[config.mk]
export PLATFORM = sky130hd
export DESIGN_NAME = amm_cfg_master
export DESIGN_NICKNAME = d
export VERILOG_FILES = /design/src/rtl/amm_cfg_master.sv
export SDC_FILE = /design/constraint.sdc
export NUM_CORES = 1
export LEC_CHECK = 0
export ABC_CLOCK_PERIOD_IN_PS = 4300
export CORE_MARGIN = 4
export CORE_UTILIZATION = 40
export DETAILED_ROUTE_END_ITERATION = 8
export DONT_BUFFER_PORTS = 1
export GPL_ROUTABILITY_DRIVEN = 0
export PLACE_DENSITY_LB_ADDON = 0.08
export SYNTH_ARGS = -nofsm -noshare
export SYNTH_HDL_FRONTEND = slang
export SYNTH_SLANG_ARGS = --single-unit
[constraint.sdc]
create_clock -name clk_i -period 4.3 [get_ports clk_i]
set_clock_uncertainty 0.2 [all_clocks]
set_input_delay 0.43 -clock clk_i [delete_from_list [all_inputs] [get_ports clk_i]]
set_output_delay 0.43 -clock clk_i [all_outputs]
set_load 0.05 [all_outputs]
[src/rtl/amm_cfg_master.sv]
// amm_cfg_master
// Avalon-MM master that programs the key-pattern control register block.
// Sequence: disable matching (ctrl=0), write every pattern word, read each one
// back and compare, then write the control word carrying the requested enable.
// A readback mismatch or a read timeout ends the sequence with error_o set and
// leaves matching disabled.
//
// state   | meaning
// --------+-------------------------------------------------------------
// IDLE    | waiting for start_i; bus idle
// WR_DIS  | writing 0 to the control register (address 0)
// WR_PAT  | writing shadow[idx] to address idx+1
// RD_REQ  | read request to address idx+1, held until accepted
// RD_WAIT | waiting for readdatavalid; timer bounds the wait
// WR_CTRL | writing {0..0, enable} to the control register
// DONE    | one-cycle done_o pulse, then back to IDLE

module amm_cfg_master #(
    parameter int REG_WIDTH  = 32,
    parameter int REG_DEPTH  = 4,
    parameter int RD_TIMEOUT = 16,
    parameter int ADDR_WIDTH = 8
) (
    input  logic                                  clk_i,
    input  logic                                  srst_i,
    input  logic                                  start_i,
    input  logic [REG_DEPTH-2:0][REG_WIDTH-1:0]   pattern_i,
    input  logic                                  enable_i,
    output logic [ADDR_WIDTH-1:0]                 amm_address,
    output logic                                  amm_write,
    output logic [REG_WIDTH-1:0]                  amm_writedata,
    output logic                                  amm_read,
    input  logic                                  amm_waitrequest,
    input  logic [REG_WIDTH-1:0]                  amm_readdata,
    input  logic                                  amm_readdatavalid,
    output logic                                  busy_o,
    output logic                                  done_o,
    output logic                                  error_o
);

    localparam int PAT_WIDTH = REG_DEPTH - 1;
    localparam int IDX_W     = (REG_DEPTH > 2) ? $clog2(REG_DEPTH) : 1;
    localparam int TMR_W     = $clog2(RD_TIMEOUT + 1);

    typedef enum logic [2:0] {
        IDLE,
        WR_DIS,
        WR_PAT,
        RD_REQ,
        RD_WAIT,
        WR_CTRL,
        DONE
    } state_t;

    state_t                               state_r;
    logic [PAT_WIDTH-1:0][REG_WIDTH-1:0]  shadow_r;
    logic                                 enable_r;
    logic [IDX_W-1:0]                     idx_r;
    logic [TMR_W-1:0]                     timer_r;

    logic                                 accept;
    logic                                 last_idx;

    assign accept   = !amm_waitrequest;
    assign last_idx = (idx_r == IDX_W'(PAT_WIDTH - 1));

    // Bus address of pattern word i (pattern words start at address 1).
    function automatic logic [ADDR_WIDTH-1:0] pat_addr(input logic [IDX_W-1:0] i);
        return ADDR_WIDTH'(i) + ADDR_WIDTH'(1);
    endfunction

    // Sequencer: state, shadow registers, timer and all registered bus/status outputs.
    always_ff @(posedge clk_i) begin
        if (srst_i) begin
            state_r       <= IDLE;
            shadow_r      <= '0;
            enable_r      <= 1'b0;
            idx_r         <= '0;
            timer_r       <= '0;
            amm_address   <= '0;
            amm_write     <= 1'b0;
            amm_writedata <= '0;
            amm_read      <= 1'b0;
            busy_o        <= 1'b0;
            done_o        <= 1'b0;
            error_o       <= 1'b0;
        end else begin
            case (state_r)
                IDLE: begin
                    if (start_i) begin
                        shadow_r      <= pattern_i;
                        enable_r      <= enable_i;
                        error_o       <= 1'b0;
                        busy_o        <= 1'b1;
                        idx_r         <= '0;
                        amm_address   <= '0;
                        amm_writedata <= '0;
                        amm_write     <= 1'b1;
                        state_r       <= WR_DIS;
                    end
                end
                WR_DIS: begin
                    if (accept) begin
                        idx_r         <= '0;
                        amm_address   <= pat_addr('0);
                        amm_writedata <= shadow_r[0];
                        state_r       <= WR_PAT;
                    end
                end
                WR_PAT: begin
                    if (accept) begin
                        if (last_idx) begin
                            idx_r       <= '0;
                            amm_write   <= 1'b0;
                            amm_read    <= 1'b1;
                            amm_address <= pat_addr('0);
                            state_r     <= RD_REQ;
                        end else begin
                            idx_r         <= idx_r + IDX_W'(1);
                            amm_address   <= pat_addr(idx_r + IDX_W'(1));
                            amm_writedata <= shadow_r[idx_r + IDX_W'(1)];
                        end
                    end
                end
                RD_REQ: begin
                    if (accept) begin
                        amm_read <= 1'b0;
                        timer_r  <= TMR_W'(RD_TIMEOUT - 1);
                        state_r  <= RD_WAIT;
                    end
                end
                RD_WAIT: begin
                    // A valid on the final timer cycle still counts as a response.
                    if (amm_readdatavalid) begin
                        if (amm_readdata != shadow_r[idx_r]) begin
                            error_o <= 1'b1;
                            done_o  <= 1'b1;
                            state_r <= DONE;
                        end else if (last_idx) begin
                            amm_address   <= '0;
                            amm_writedata <= {{(REG_WIDTH-1){1'b0}}, enable_r};
                            amm_write     <= 1'b1;
                            state_r       <= WR_CTRL;
                        end else begin
                            idx_r       <= idx_r + IDX_W'(1);
                            amm_address <= pat_addr(idx_r + IDX_W'(1));
                            amm_read    <= 1'b1;
                            state_r     <= RD_REQ;
                        end
                    end else if (timer_r == '0) begin
                        error_o <= 1'b1;
                        done_o  <= 1'b1;
                        state_r <= DONE;
                    end else begin
                        timer_r <= timer_r - TMR_W'(1);
                    end
                end
                WR_CTRL: begin
                    if (accept) begin
                        amm_write <= 1'b0;
                        done_o    <= 1'b1;
                        state_r   <= DONE;
                    end
                end
                DONE: begin
                    done_o  <= 1'b0;
                    busy_o  <= 1'b0;
                    state_r <= IDLE;
                end
                default: begin
                    amm_read  <= 1'b0;
                    amm_write <= 1'b0;
                    busy_o    <= 1'b0;
                    done_o    <= 1'b0;
                    state_r   <= IDLE;
                end
            endcase
        end
    end

endmodule
==> results of run 1 <==
-- synth_stat cells (3+ instances only) --
library cell    n
a22oi_1        14
a221oi_1       55
nand4_1         4
nand3b_1        5
a211oi_1        4
clkbuf_1       68
or3_1          22
and4b_1        23
mux2_4          7
buf_2           8
ha_1            7
nor3_1         11
o21ai_0        13
dfxtp_1       147
o221ai_1        7
buf_4           5
buf_6          11
and2_1          3
mux2_2         36
inv_1          40
o22ai_1         8
a22oi_2         3
a221o_1         3
mux2_1         11
a21oi_1       142
nor2b_1        58
nor3b_1         9
nor2_1         52
nand2_1       213
or2_2           3
buf_1           7
nand2b_1       39
mux2i_1        12
xor2_1          3
nand3_1         4
nand4b_1        9
a221oi_2       30
-- worst reg2reg max path, delay by kind of cell, from the launching register on --
kind            cells  cell delay [ps]
simple gates        4             1280
buf+inv             1              360
compound gates      3              880
mux                 1              330
flops               1              820
-- logic make-up after synthesis --
kind of cell               Yosys count  synth area share (%)
xor gates and xnor gates             4                 0.386
DFF                                147                  32.4
muxes                               66                  8.32
other                                1                0.0413
buffers and inverters              139                  6.98
and+or+nand+nor                    468                  26.7
AOI/OAI and AO/OA                  298                  24.2
adders and majority gates            7                 0.965
-- layout make-up --
type                            count  area [sq um]  area share (%)
Multi-Input combinational cell    848          5530            51.4
Clock buffer                       24           513            4.77
Inverter                           40           150            1.40
Timing Repair Buffer              116          1160            10.8
Sequential cell                   147          2950            27.5
Tap cell                          280           350            3.26
Clock inverter                      7          95.1           0.885
-- final timing paths --
path         slack [ps]                             end  cells after the start                      start
max                 340  amm_writedata[19]$_SDFFE_PP0P_                      9      idx_r[0]$_SDFFE_PP0P_
min                  40           idx_r[0]$_SDFFE_PP0P_                      3                     srst_i
max reg2reg         340  amm_writedata[19]$_SDFFE_PP0P_                      9      idx_r[0]$_SDFFE_PP0P_
min reg2reg         280       shadow_r[59]$_SDFFE_PP0P_                      2  shadow_r[59]$_SDFFE_PP0P_
-- registers in the layout (all words and copies together), names as in the netlist, 2 cells and up --
name	cells
timer_r	5
shadow_r	96
amm_address	3
state_r	3
idx_r	2
amm_writedata	32
-- report_power, final --
group	total (uW)	switching, uW	internal, uW
registers	2870	1130	1740
clock network	1540	593	949
logic	3390	1950	1440
-- metrics by stage --
stage / util (%) / hold WS [ps] / setup slack, ps / cells / power, uW
floorplan: - / 237 / 828 / 1134 / 5430
global placement: 41.3 / 265 / 390 / 1332 / 6180
detailed placement: 41.3 / 268 / 348 / 1332 / 6200
CTS: 48.6 / 13.6 / 307 / 1462 / 7860
global route: 48.6 / 44.2 / 25.4 / 1462 / 8340
finish: 48.6 / 36.0 / 342 / 1462 / 7800
-- metal layers --
metal  GRT usage, %  vias up
li1               -     4129
met1           30.1     3834
met2           34.4      190
met3           7.26       21
met4           4.63        0
met5              0        -
==> impl_metrics.yaml, run 1 <==
critical_path:
  cp-start-kind: "flop"
  worstPathRequired_ps: 4430
  crit_buf_inv: 1
  crit_type: "flop to flop"
  critPathTopFamily: "simple AND/OR/NAND/NOR gates"
  worstPathArrival_ps: 4090
  slowest_stage: "dfxtp_4"
  crit_path_end_kind: "flop"
  slowest_delay_ps: 820
  worstPathCellList: "buf_4 > mux2_4 > or3_1 > a22oi_1 > nand4b_1 > nor4_4 > a21o_4 > nand2_4 > a221oi_2"
  path_max_fanout: 64
route:
  routed_wl_microns: 28400
  viasPerCell: 5.59
  vias: 8174
  drc_errors: 0
  top_layer_used: "met4"
  dr.pass1.iters: 5
  post_drt_wl_per_cell_microns: 19.4
  wl_met1_microns: 13300
  drtAntennaViolNets: 0
  wl_met3_microns: 2180
  routed-wl-met2_microns: 12700
  drtIter0Drc: 598
timing:
  setup_tns_ps: 0
  slew_headroom_pct: 25.7
  period_share_pct: 92.1
  hold_viol: 0
  max_slew.worst_pin.slew_ps: 1110
  max_freq_ghz: 0.253
  setup_viol: 0
  fin_crit_ps: 3960
  rsz0062_at_grt: "no"
  maxSlewViolCount: 0
finish:
  final_cell_area_sq_um: 10700
  syn_to_final_growth_pct: 18.4
  finish.net_count: 1311
  mostFrequentLayoutCells: "nand2_1, dfxtp_1, a21oi_1"
  drive_above_1_share_pct: 11.8
  fillers: 2134
  layout_commonest_cell: "nand2_1"
  diodes: 0
synth:
  synthesis.area_sq_um: 9070
  synthDistinctLibCells: 66
  syn_area_per_cell_sq_um: 8.03
  yosys.area.top_type: "dfxtp_1"
  synth_async_sr_flop_share_pct: 0
  synth_ff_type: "dfxtp_1"
  synth.top_cells.by_area: "dfxtp_1, nand2_1, a21oi_1"
  yosysTopAreaCellShare_pct: 32.4
  ys_seq_area_share_pct: 32.4
  ys_warn_count: 0
  ys_ff_latch: 147
  syn_inst: 1130
  synth_edf_count: 0
grt:
  grt_pass1_vias: 7684
  antenna_found_initial: 0
  grt_pass1_wl_microns: 43400
  gr-total-overflow: 0
  grtUsageTotal_pct: 22.1
  grt_max_degree: 147
power_and_ir_drop:
  p_per_area_nw_per_um2: 726
  ir_worst_vdd_mv: 0.455
  p_leak_uw: 0.00383
floorplanning:
  start_util_pct: 41.1
  die-area_sq_um: 25200
  fp.dieH_microns: 159
  core-area_sq_um: 22100
  fp.dieW_microns: 159
  boundaryPins: 179
  row_count: 54
clocking:
  numCtsBuffers: 17
  ctsResizeCount: 0
  clockBufferDepth: 2
  clk-insertion-delay-late_ps: 420
  cts_max_level: 4
  clockRootBuffer: "clkbuf_16"
  hold_buffers: 99
  cts.sinks: 147
  post_cts_buffers: 0
  clk_pin_slew_ps: 60
  cts_tree: "yes"
placed_design:
  place_area_sq_um: 9130
  hpwl_microns: 19700
  io_buffers: 0
flow_run:
  drv.max_cap_violation_count: 0
status:
  status: "finished, final reports clean"
hold_path:
  hold_class: "primary input to flop"
(Power assumes the default switching activity.)
==> run 2: changes to the inputs <==
CORE_ASPECT_RATIO = 1.5   (was not set)
==> run 2 against run 1 <==
Net effect:
- critical path depth stayed put
- utilization down 0.74 points
- highest routed layer unchanged
- critical endpoint is now amm_writedata[18]$_SDFFE_PP0P_
- fmax is 1.8% higher
- routed wire length increased by 6.1%
- non-clock buffer count fell by 5
- worst setup slack improved by 70 ps
==> impl_metrics.yaml, run 2 (synthesized netlist as in run 1, its figures left out) <==
status:
  status: "finished, final reports clean"
clocking:
  clk_pin_slew_ps: 70
  clk-insertion-delay-late_ps: 440
  clockRootBuffer: "clkbuf_16"
  cts_tree: "yes"
  cts_max_level: 4
  numCtsBuffers: 17
  ctsResizeCount: 0
  clockBufferDepth: 2
  cts.sinks: 147
  post_cts_buffers: 0
timing:
  fin_crit_ps: 3890
  setup_viol: 0
  period_share_pct: 90.4
  max_freq_ghz: 0.257
  slew_headroom_pct: 27.2
  maxSlewViolCount: 0
  rsz0062_at_grt: "no"
  hold_viol: 0
  max_slew.worst_pin.slew_ps: 1090
  setup_tns_ps: 0
route:
  drtIter0Drc: 580
  drc_errors: 0
  viasPerCell: 5.70
  vias: 8290
  dr.pass1.iters: 5
  drtAntennaViolNets: 0
  post_drt_wl_per_cell_microns: 20.7
  routed_wl_microns: 30200
floorplanning:
  start_util_pct: 40.5
  boundaryPins: 179
  row_count: 67
  fp.dieH_microns: 192
  die-area_sq_um: 25200
  core-area_sq_um: 22400
  fp.dieW_microns: 131
placed_design:
  hpwl_microns: 21100
  place_area_sq_um: 9070
  io_buffers: 0
critical_path:
  worstPathCellList: "buf_4 > mux2_4 > or3_1 > a22oi_2 > nand4_2 > nor4_4 > a21o_4 > nand2_4 > a221oi_2"
  crit_start: "idx_r[0]$_SDFFE_PP0P_"
  slowest_stage: "dfxtp_4"
  regToRegStartpoint: "idx_r[0]$_SDFFE_PP0P_"
  worstPathRequired_ps: 4440
  worstPathArrival_ps: 4030
  critPathTopFamily: "simple AND/OR/NAND/NOR gates"
  crit_buf_inv: 1
  slowest_delay_ps: 720
  crit_type: "flop to flop"
  crit_path_end_kind: "flop"
  path_max_fanout: 49
  cp-start-kind: "flop"
finish:
  fillers: 2203
  final_cell_area_sq_um: 10700
  reg.largest.list: "shadow_r (96), amm_writedata (32), timer_r (5)"
  mostFrequentLayoutCells: "nand2_1, dfxtp_1, a21oi_1"
  layout_commonest_cell: "nand2_1"
  regArea_sq_um: 2950
  drive_above_1_share_pct: 11.5
  largest-register: "shadow_r"
  diodes: 0
  syn_to_final_growth_pct: 18.1
  multi_input_area_sq_um: 5530
  largest_reg_flops: 96
  finish.net_count: 1306
power_and_ir_drop:
  seqPwrFrac_pct: 36.0
  fin_total_pwr_uw: 7900
  netSwitchingFraction_pct: 47.3
  p_per_area_nw_per_um2: 737
  internal_power_uw: 4160
  p_leak_uw: 0.00382
  combPwrFrac_pct: 43.2
  p_sw_uw: 3740
  ir_worst_vdd_mv: 0.546
  pwr-share-clk_pct: 20.7
hold_path:
  hold_class: "primary input to flop"
  hold_start: "srst_i"
grt:
  grt_pass1_wl_microns: 45900
  grt_max_degree: 149
  gr-total-overflow: 0
  grtUsageTotal_pct: 23.7
  antenna_found_initial: 0
  grt_pass1_vias: 7988
flow_run:
  drv.max_cap_violation_count: 0
==> run 2: cell types whose count changed in the layout (fill, tap and decap cells not counted), moves of 2 or more <==
cell / previous run / this run
bufinv_16: 2 / 5
buf_4: 15 / 11
clkbuf_8: 4 / 0
inv_6: 0 / 2
==> run 2: worst paths after layout <==
check,slack (ps),depth (start not counted),to
worst max-delay path,410,9,amm_writedata[18]$_SDFFE_PP0P_
worst max register to register,410,9,amm_writedata[18]$_SDFFE_PP0P_
worst min register to register,280,2,shadow_r[40]$_SDFFE_PP0P_
worst min-delay path,50,2,state_r[0]$_SDFFE_PP0P_
==> run 2: cell type report <==
cell class,count,share of cell area [%]
Multi-Input combinational cell,848,51.5
Timing Repair Buffer,111,10.4
Clock inverter,13,1.91
Sequential cell,147,27.5
Inverter,40,1.40
Clock buffer,19,4.04
Tap cell,276,3.22
==> run 2: per-layer routing <==
metal / vias to the layer above / GRT usage, % / wire (microns) / part of all wire [%]
li1: 4104 / - / - / -
met1: 3953 / 25.5 / 11400 / 38
met2: 187 / 43.5 / 16000 / 53
met3: 46 / 6.01 / 1740 / 5.8
met4: 0 / 9.42 / 975 / 3.2
met5: - / 0 / 0 / 0
==> run 2: what timing repair did <==
action	CTS	global route
endpoints found under the setup margin	0	0
hold endpoints to repair	146	0
hold buffers	99	0
==> run 2: stage by stage <==
step	hold WS [ps]	utilization [%]	cells	worst slack, ps
finish	54.5	47.9	1454	411
global route	49.0	47.9	1454	145
CTS	17.2	47.9	1454	420
detailed placement	259	40.5	1323	461
global placement	251	40.5	1323	521
floorplan	237	-	1134	828
==> run 2: worst register-to-register path, stage by stage, from the launching register on <==
cell and delay (ps):
dfxtp_4 720, buf_4 400, mux2_4 340, or3_1 360, a22oi_2 210, nand4_2 140, nor4_4 460, a21o_4 210
nand2_4 310, a221oi_2 440
==> run 2: power by group through the flow <==
| stage | registers, uW | clock network (uW) | logic, uW |
|---|---|---|---|
| 2_1_floorplan | 2530 | 0 | 2900 |
| 3_3_place_gp | 2880 | 0 | 3290 |
| 3_5_place_dp | 2880 | 0 | 3320 |
| 4_1_cts | 2850 | 1670 | 3430 |
| 5_1_grt | 2910 | 1720 | 3770 |
| 6_report | 2850 | 1640 | 3420 |
==> run 3: changes to the inputs <==
PLACE_DENSITY = 0.61   (was not set)
PLACE_DENSITY_LB_ADDON = not set   (was 0.08)
==> run 3 against run 2 <==
Net effect:
- routed wire length down 2.2%
- design area down 0.32%
- register-to-register slack better by 20 ps
- hold slack worse by 30 ps
- critical endpoint is now amm_writedata[25]$_SDFFE_PP0P_
- critical path depth unchanged
- total power down 1.7%
- sequential share of layout area up 0.087 points
- highest routed layer unchanged
- worst setup slack better by 17 ps
==> impl_metrics.yaml, run 3 (synthesized netlist as in run 1, its figures left out) <==
clocking:
  post_cts_buffers: 0
  clockRootBuffer: "clkbuf_16"
  cts_max_level: 4
  cts_tree: "yes"
  clk_pin_slew_ps: 70
  numCtsBuffers: 17
  clockBufferDepth: 2
  clk-insertion-delay-late_ps: 450
  cts.sinks: 147
critical_path:
  cp-start-kind: "flop"
  rrSetupSlack_ps: 430
  slowest_stage: "dfxtp_4"
  slowest_delay_ps: 640
  crit_path_end_kind: "flop"
  path_max_fanout: 41
  reg2reg_depth: 9
  worstPathArrival_ps: 4030
  worstPathCellList: "buf_4 > mux2_1 > or3_1 > a22oi_2 > nand4_2 > nor4_4 > a21o_4 > nand2_4 > a221oi_2"
  regToRegStartpoint: "idx_r[0]$_SDFFE_PP0P_"
  worstPathRequired_ps: 4460
  crit_type: "flop to flop"
  r2r-end: "amm_writedata[25]$_SDFFE_PP0P_"
hold_path:
  worstHoldPathCells: 2
  hold_class: "primary input to flop"
  holdPathEnd: "timer_r[4]$_SDFFE_PP0P_"
  hold_start: "amm_waitrequest"
finish:
  layout_commonest_cell: "nand2_1"
  largest-register: "shadow_r"
  largest_reg_flops: 96
  mostFrequentLayoutCells: "nand2_1, dfxtp_1, a21oi_1"
  diodes: 0
  final_util_pct: 47.7
  syn_to_final_growth_pct: 17.8
  finish.net_count: 1308
  fin_cells: 1456
  reg.largest.list: "shadow_r (96), amm_writedata (32), timer_r (5)"
  drive_above_1_share_pct: 11.8
power_and_ir_drop:
  fin_total_pwr_uw: 7770
  p_leak_uw: 0.00380
  ir_worst_vdd_mv: 0.599
  p_per_area_nw_per_um2: 727
placed_design:
  dp_cells: 1325
  io_buffers: 0
  hpwl_microns: 20500
  dp_slack_ps: 454
floorplanning:
  row_count: 67
  boundaryPins: 179
  core-area_sq_um: 22400
  fp.dieW_microns: 131
  start_util_pct: 40.5
  die-area_sq_um: 25200
  fp.dieH_microns: 192
grt:
  antenna_found_initial: 0
  grt_max_degree: 149
  grt_pass1_vias: 8034
  gr-total-overflow: 0
  grt_pass1_wl_microns: 44500
  grtUsageTotal_pct: 23.2
route:
  vias: 8433
  routed_wl_microns: 29500
  viasPerCell: 5.79
  drc_errors: 0
  dr.pass1.iters: 6
  post_drt_wl_per_cell_microns: 20.3
  drtAntennaViolNets: 0
  drtIter0Drc: 626
timing:
  setup_ws_ps: 428
  max_slew.worst_pin.slew_ps: 1080
  hold_viol: 0
  setup_tns_ps: 0
  maxSlewViolCount: 0
  max_freq_ghz: 0.258
  period_share_pct: 90.0
  slew_headroom_pct: 28.0
  fin_crit_ps: 3870
  setup_viol: 0
  rsz0062_at_grt: "no"
flow_run:
  drv.max_cap_violation_count: 0
status:
  status: "finished, final reports clean"
-- run 3: timing repair --
item                       4_1_cts  5_1_grt
hold endpoints to repair       146        0
hold buffers                    99        0
resized for setup                0        0
setup endpoints to repair        0        0
-- run 3: worst max path at each step --
stage                                     start                             end  cells after the start
after floorplan           idx_r[0]$_SDFFE_PP0P_  amm_writedata[19]$_SDFFE_PP0P_                     13
after detailed placement  idx_r[0]$_SDFFE_PP0P_  amm_writedata[25]$_SDFFE_PP0P_                      9
after global routing      idx_r[0]$_SDFFE_PP0P_  amm_writedata[16]$_SDFFE_PP0P_                      9
after global placement    idx_r[0]$_SDFFE_PP0P_  amm_writedata[31]$_SDFFE_PP0P_                      9
final                     idx_r[0]$_SDFFE_PP0P_  amm_writedata[25]$_SDFFE_PP0P_                      9
after CTS                 idx_r[0]$_SDFFE_PP0P_  amm_writedata[25]$_SDFFE_PP0P_                      9
-- run 3: worst max-delay path: cells and delay by family (launching register included) --
kind	cells	cell delay [ps]
and+or+nand+nor	4	1230
AOI/OAI and AO/OA	3	820
DFF	1	640
buffers and inverters	1	460
muxes	1	400
-- run 3: metal layers --
| layer | GRT usage (%) | share of wire [%] | vias to the layer above |
|---|---|---|---|
| li1 | - | - | 4115 |
| met1 | 24.6 | 37 | 4001 |
| met2 | 41.1 | 52 | 254 |
| met3 | 6.76 | 7.0 | 63 |
| met4 | 11.2 | 4.2 | 0 |
| met5 | 0 | 0 | - |
-- run 3: cell type report --
class	count	area, sq um
Multi-Input combinational cell	848	5530
Timing Repair Buffer	113	1110
Clock buffer	20	457
Tap cell	276	345
Fill cell	2128	11700
Sequential cell	147	2950
Clock inverter	12	145
Inverter	40	150
-- run 3: report_power, final --
part	leakage (uW)	internal (uW)	switching [uW]	total [uW]
Clock	0.000288	894	632	1530
Sequential	0.00121	1740	1120	2860
Combinational	0.00231	1390	1990	3380
-- run 3: through the flow --
stage	instance area [sq um]	hold slack, ps
6_report	10700	24.3
3_5_place_dp	9080	268
3_3_place_gp	9080	261
5_1_grt	10700	30.6
2_1_floorplan	9090	237
4_1_cts	10700	9.62
